### config.mk
export PLATFORM = sky130hd
export DESIGN_NAME = seq_detector
export DESIGN_NICKNAME = d
export VERILOG_FILES = /design/src/rtl/seq_detector_pkg.sv /design/src/rtl/seq_detector_seg7_decoder.sv /design/src/rtl/seq_detector.sv
export SDC_FILE = /design/constraint.sdc
export NUM_CORES = 1
export LEC_CHECK = 0
export CORE_MARGIN = 1.5
export CORE_UTILIZATION = 45
export CTS_BUF_LIST = sky130_fd_sc_hd__clkbuf_16
export DETAILED_ROUTE_END_ITERATION = 16
export PLACE_DENSITY = 0.71
export SYNTH_ARGS = -nofsm -noshare
export SYNTH_HDL_FRONTEND = slang
export SYNTH_SLANG_ARGS = --single-unit
### constraint.sdc
create_clock -name clk -period 3.4 [get_ports clk]
set_clock_uncertainty 0.1 [all_clocks]
set_input_delay 0.68 -clock clk [delete_from_list [all_inputs] [get_ports clk]]
set_output_delay 0.68 -clock clk [all_outputs]
set_load 0.005 [all_outputs]
### src/rtl/seq_detector_pkg.sv
// Shared types and constants for the seq_detector block: FSM state encoding,
// BCD digit width and the 7-segment (gfedcba, active-high) glyph table.
package seq_detector_pkg;

    localparam int BCD_W = 4;

    typedef enum logic [1:0] {
        IDLE   = 2'd0,
        GOT0   = 2'd1,
        GOT01  = 2'd2,
        GOT010 = 2'd3
    } state_t;

    localparam logic [6:0] SEG_TABLE [10] = '{
        7'h3F, 7'h06, 7'h5B, 7'h4F, 7'h66,
        7'h6D, 7'h7D, 7'h07, 7'h7F, 7'h6F
    };

endpackage

### src/rtl/seq_detector_seg7_decoder.sv
// Combinational BCD to 7-segment decoder; digit values above 9 show blank.
module seg7_decoder
    import seq_detector_pkg::*;
(
    input  logic [BCD_W-1:0] bcd,
    output logic [6:0]       seg
);

    always_comb begin
        // NOTE: assigning a default first keeps every path driven, so no latch is inferred.
        seg = 7'h00;
        if (bcd < BCD_W'(10)) begin
            seg = SEG_TABLE[bcd];
        end
    end

endmodule

### src/rtl/seq_detector.sv
// Mealy detector for the serial pattern 01[0*]1 with a two-digit BCD match
// counter shown on two 7-segment digits. Define SEQDET_BLANK_LEADING_ZERO_EN
// to blank the tens digit while it is zero.
module seq_detector
    import seq_detector_pkg::*;
(
    input  logic       clk,
    input  logic       rst,
    input  logic       ena,
    input  logic       sig_to_test,
    output logic [6:0] disp0,
    output logic [6:0] disp1,
    output logic       z
);

    state_t           state;
    logic [BCD_W-1:0] ones;
    logic [BCD_W-1:0] tens;
    logic [6:0]       tens_seg;

    // Gating with rst keeps the flag low while reset is asserted, even before the first edge.
    assign z = rst & ena & sig_to_test & ((state == GOT01) | (state == GOT010));

    // NOTE: sequential state uses non-blocking assignments so every register samples pre-edge values.
    always_ff @(posedge clk) begin
        if (!rst) begin
            state <= IDLE;
            ones  <= '0;
            tens  <= '0;
        end else if (ena) begin
            case (state)
                IDLE:   state <= sig_to_test ? IDLE  : GOT0;
                GOT0:   state <= sig_to_test ? GOT01 : GOT0;
                GOT01:  state <= sig_to_test ? IDLE  : GOT010;
                GOT010: state <= sig_to_test ? IDLE  : GOT010;
                default: state <= IDLE;
            endcase

            if (z) begin
                if (ones == BCD_W'(9)) begin
                    ones <= '0;
                    tens <= (tens == BCD_W'(9)) ? '0 : tens + BCD_W'(1);
                end else begin
                    ones <= ones + BCD_W'(1);
                end
            end
        end
    end

    seg7_decoder u_dec_ones (
        .bcd (ones),
        .seg (disp0)
    );

    seg7_decoder u_dec_tens (
        .bcd (tens),
        .seg (tens_seg)
    );

`ifdef SEQDET_BLANK_LEADING_ZERO_EN
    assign disp1 = (tens == '0) ? 7'h00 : tens_seg;
`else
    assign disp1 = tens_seg;
`endif

endmodule

* Yosys cells after proc, flatten, opt, wreduce, memory -nomap -nowiden
Memory sizes are Yosys's and may differ from the RTL's.
Index checks and enable logic that the tools add are counted.
W data, S select, Z words.
** Storage, ports and cells
- Logic and storage cells :: 38
- Memories kept :: 2
- Output and inout bits :: 15
- Register bits after elaboration :: 10
- Memory bits (read-only) :: 224
- Input port bits :: 4
** Operators by class
- Mux-type cells :: 12
- Bitwise operators :: 6
- Order comparisons :: 4
- Reduce and logical (&&, ||, !) cells :: 4
- Equal/unequal tests :: 5
- Add/subtract/negate cells :: 2
** Memory list
- (name not given) :: words 16, width 7, read ports 1, clocked after Yosys merged registers in 0, write ports 0, RTL line seq_detector_seg7_decoder.sv:13 : seg = SEG_TABLE[bcd];
- (name not given) :: words 16, width 7, read ports 1, clocked after Yosys merged registers in 0, write ports 0, RTL line seq_detector_seg7_decoder.sv:13
** Operator list (number)
- $mux W7 :: 6
- $ge A5 B5 Y1 const B :: 2
- $not A4 Y5 :: 2
- $add A4 B1 Y4 const B :: 2
- $eq A4 B4 Y1 const B :: 2
- $lt A4 B4 Y1 const B :: 2
- $mux W4 :: 2
- $pmux W2 S3 :: 1
- $eq A2 B2 Y1 const B :: 2
- $mux W2 :: 2
- $and A1 B1 Y1 :: 3
- $reduce_and A3 Y1 :: 1
- $eq A2 B1 Y1 const B :: 1
- $logic_not A2 Y1 :: 1
- $reduce_and A2 Y1 :: 1
- $reduce_or A2 Y1 :: 1
- $mux W1 :: 1
- $or A1 B1 Y1 :: 1

* Longest topological paths before layout
- Depth after elaboration :: 5
- Depth in mapped cells :: 5
- Depth with buffers taken out :: 5

* Cells and area by module
A second synthesis with hierarchy kept.
** Second synthesis, totals
- Cells, all modules :: 112
- Area, all modules :: 887.1 um^2
** Modules (own cells, without submodules)
- seq_detector :: seq. area each 200.2 um^2, area each 475.5 um^2, instances 1, cells an instance 54
- seg7_decoder at u_dec_tens :: seq. area each 0.0 um^2, area each 206.4 um^2, instances 1, cells an instance 27
- seg7_decoder at u_dec_ones :: seq. area each 0.0 um^2, area each 205.2 um^2, instances 1, cells an instance 31

* Worst setup path after synthesis
Ideal clock, no wire load.
- Path type :: register to output
- Start :: register ones[1]
- End :: output port disp0[1]
- Stages on the path, launching flop included :: 5
- Required time :: 2.620 ns
- Slack :: 1.461 ns
- Buffers on the path :: 0
- Arrival :: 1.159 ns
- Cell sequence :: dfxtp_1 > inv_1 > ha_1 > a21oi_1 > or2_2
** Between the ends
- Longest elaborated chain between the ends :: 5
- Elaborated cells between the ends (all ways) :: 6
- Those cells by class :: 1 x order compare; 3 x mux; 1 x bitwise; 1 x memory
** Ends and longest elaborated chain
- start: declaration :: RTL line seq_detector.sv:17 : logic [BCD_W-1:0] ones;
- start signal: assignment :: RTL line seq_detector.sv:44 : ones <= ones + BCD_W'(1);
- $not A4 Y5 (not written as such) :: RTL line seq_detector_seg7_decoder.sv:13
- $mem_v2 Z16 W7
- $mux W7 (not written as such) (2 in series) :: RTL line seq_detector_seg7_decoder.sv:13
- $mux W7 (*) :: RTL line seq_detector_seg7_decoder.sv:12 : if (bcd < BCD_W'(10)) begin
- end: declaration :: RTL line seq_detector.sv:11 : output logic [6:0] disp0,
Every way passes the cells marked *; elsewhere a longest branch is shown, timed or not. The select of a mux whose other input is x is not followed.

* Worst setup path in the final report
- Start :: input port ena
- End :: output port z
** Between the ends
- Longest elaborated chain between the ends :: 3
** Ends and longest elaborated chain
- start: declaration :: RTL line seq_detector.sv:9 : input logic ena,
- $and A1 B1 Y1 (3 in series) :: RTL line seq_detector.sv:22 : assign z = rst & ena & sig_to_test & ((state == GOT01) | (state == GOT010));
- end: declaration :: RTL line seq_detector.sv:13 : output logic z
No other way between the ends.

==> impl_metrics.csv <==
group,metric,value,unit
clock_network,post-cts-setup-buffers,0,
final_layout,area_growth_syn_to_layout,28.9,%
clock_network,cts-root-buf,"clkbuf_16",
final_layout,design_area,1210,um^2
critical_path,crit_buf_inv,3,
routing,drtPass1Iterations,3,
outcome,status,"finished clean",
yosys,syn-num-nets,133,
power,ir_drop,0.378,mV
routing,wl_per_cell,13.3,um
final_layout,finalNetCount,152,
floorplan,dieArea,2360,um^2
yosys,synthArstFlopShare,0,%
floorplan,rows,16,
timing,rsz0062_at_grt,"false",
clock_network,post_cts_resized,0,
timing,slew_headroom,70.7,%
yosys,synth_edf_count,0,
critical_path,critical_path_class,"input pin to output port",
clock_network,htreeDepth,1,
clock_network,path_clk_slew,0.04,ns
yosys,avgSynthCellArea,8.28,um^2
critical_path,crit_top_cell,"clkdlybuf4s50_1",
yosys,synth-seq-area-share,21.4,%
global_routing,gr-total-overflow,0,
critical_path,critical_path.top_delay_family,"buffers and inverters",
floorplan,ioPinCount,19,
floorplan,core_region_area,1960,um^2
critical_path,worstReg2RegEnd,"tens[2]$_SDFFE_PN0P_",
floorplan,dieHeight,48.6,um
power,p_leak,0.507,nW
final_layout,n_fill_cell,193,
timing,hold_violations,0,
routing,vias,852,
timing,finalSetupViolCount,0,
critical_path,reg2regPathDepth,5,
critical_path,r2r_start,"ones[1]$_SDFFE_PN0P_",
timing,setup_tns,0,ns
floorplan,start_util,47.7,%
yosys,synthesis.instances,113,
routing,drc,0,
final_layout,antennaDiodeCount,0,
worst_hold_path,hold_path_startpoint,"state[0]$_SDFFE_PN0P_",
critical_path,cp.arrival,2.07,ns
clock_network,cts_made_buffers,3,
timing,fmax,351,MHz
yosys,synth_flop_cell,"dfxtp_1",
global_routing,grt_pass1_vias,837,
clock_network,clk_path_buf_depth,2,
floorplan,fp.dieW,48.6,um
critical_path,cp.required,2.62,ns
critical_path,path_cells,"clkdlybuf4s50_1 -> nand4_4 -> clkinv_4 -> clkdlybuf4s50_1",
clock_network,cts_tree,"yes",
routing,ant_nets,0,
yosys,yosysTopAreaCell,"dfxtp_1",
global_routing,antenna_found_initial,0,
yosys,synth-seq-cells,10,
worst_hold_path,min_path_cells,1,
yosys,ys_top_cells_by_area,"dfxtp_1 (21%), ha_1 (21%), o21ai_0 (5.9%)",
clock_network,clk_latency,0.24,ns
critical_path,start_kind,"input pin",
place,globalplace.congestion,0.749,
global_routing,grt_use_total,19.8,%
routing,drt-initial-drc-count,7,
yosys,synth.yosys.warnings,0,
timing,min_period,2.85,ns
place,io_buffers,18,
worst_hold_path,hold_path.class,"flip-flop to flip-flop",
clock_network,cts.sinks,10,
global_routing,grt_pass1_wl,3670,um
timing,worst_pin_slew,0.438,ns
worst_hold_path,hold_end,"state[0]$_SDFFE_PN0P_",
clock_network,cts_hold_buf,0,
timing,timing.final.max_slew_violations,0,
critical_path,crit_path_max_incr_delay,0.57,ns
critical_path,crit_fanout,10,
routing,routed_wl,2100,um
critical_path,r2r_slack,1.80,ns
place,dpl_cell_area,1130,um^2
timing,finalCritPeriodShare,83.9,%
power,p_per_area,285,nW/um^2
yosys,ys_types,38,
yosys,syn_area,936,um^2
flow_run,max_cap_violations,0,
critical_path,cp_slowest_cell,"clkdlybuf4s50_1",
final_layout,layout-drive-gt1-share,8.40,%
yosys,netlist.area_leader.share,21.4,%
global_routing,grt_max_degree,14,
place,dpl.hpwl,1540,um
critical_path,cp-end-kind,"output port",
routing,vias_per_cell,5.39,
[cell type report]
| class | instances | area (um^2) | area share, % |
|---|---|---|---|
| flip-flops and latches | 10 | 200 | 16.6 |
| clock buffers | 3 | 75.1 | 6.22 |
| well taps | 27 | 33.8 | 2.80 |
| clock inverters | 1 | 3.75 | 0.311 |
| repair buffers | 19 | 188 | 15.6 |
| multi-input cells | 88 | 663 | 55.0 |
| inverters | 10 | 42.5 | 3.53 |
[worst reg2reg max path, cell delays in order, from the launching register on]
cell and delay (ns):
dfxtp_1 0.49, inv_1 0.15, ha_1 0.23, and3b_2 0.24, and3_2 0.22, o22ai_2 0.08
[report_power, final]
group	switching, mW	total (mW)	internal (mW)
Clock	0.0574	0.212	0.154
Sequential	0.00102	0.120	0.119
Combinational	0.00583	0.0124	0.00659
Total	0.0643	0.344	0.280
[state kept, by name (all words and copies together) (netlist names)]
name,flops
ones,4
tens,4
state,2
[stage by stage]
stage          instances  utilization, %  power (mW)  hold slack, ns  setup WS [ns]
3_3_place_gp         154            57.5       0.134           0.374          0.583
6_report             158            61.5       0.344           0.385          0.549
5_1_grt              158            61.5       0.355           0.436          0.426
2_1_floorplan        113               -       0.126           0.354           1.46
3_5_place_dp         154            57.5       0.134           0.373          0.556
4_1_cts              158            61.5       0.347           0.383          0.550
[metal layers]
metal	global-route usage (%)	vias up	routed length, um
li1	-	438	-
met1	21.6	400	990
met2	36.8	12	1020
met3	5.56	2	72
met4	5.71	0	13
met5	0	-	0
[synth_stat cells (2+ instances only)]
library cell and number:
nand2_1 9, nand4_1 2, a21boi_0 4, dfxtp_1 10, buf_2 3, inv_1 9, nand3_1 3, o21a_1 2
nor2_1 3, nand3b_1 3, a21o_1 2, o22ai_1 5, a21oi_1 7, ha_1 16, o21ai_0 11, nor2b_1 2
[logic make-up after synthesis]
family / synth area share (%)
XOR/XNOR: 0.936
adder cells (fa/ha/maj): 21.4
flip-flops: 21.4
AND/OR/NAND/NOR: 21.0
buffers and inverters: 7.75
AO/OA/AOI/OAI: 27.5
[worst max-delay path by stage]
stage / from / end / slack (ns) / cells after the start
2_1_floorplan: ones[1]$_SDFFE_PN0P_ / disp0[1] / 1.46 / 4
3_3_place_gp: ena / z / 0.58 / 4
3_5_place_dp: ena / z / 0.56 / 4
4_1_cts: ena / z / 0.55 / 4
5_1_grt: ones[1]$_SDFFE_PN0P_ / disp0[0] / 0.43 / 6
6_report: ena / z / 0.55 / 4
[cell usage in the layout (no fill, tap or decap), types with 2 or more instances in the layout]
master,n
o22ai_1,5
nand3_1,3
clkdlybuf4s50_1,18
clkbuf_16,3
nand2_1,9
a21oi_1,7
a21o_1,2
inv_1,9
a21boi_0,4
o21a_1,2
nand3b_1,3
nor2_1,3
nand4_1,2
o21ai_0,11
dfxtp_1,10
nor2b_1,2
ha_1,16
(Power assumes the default switching activity.)
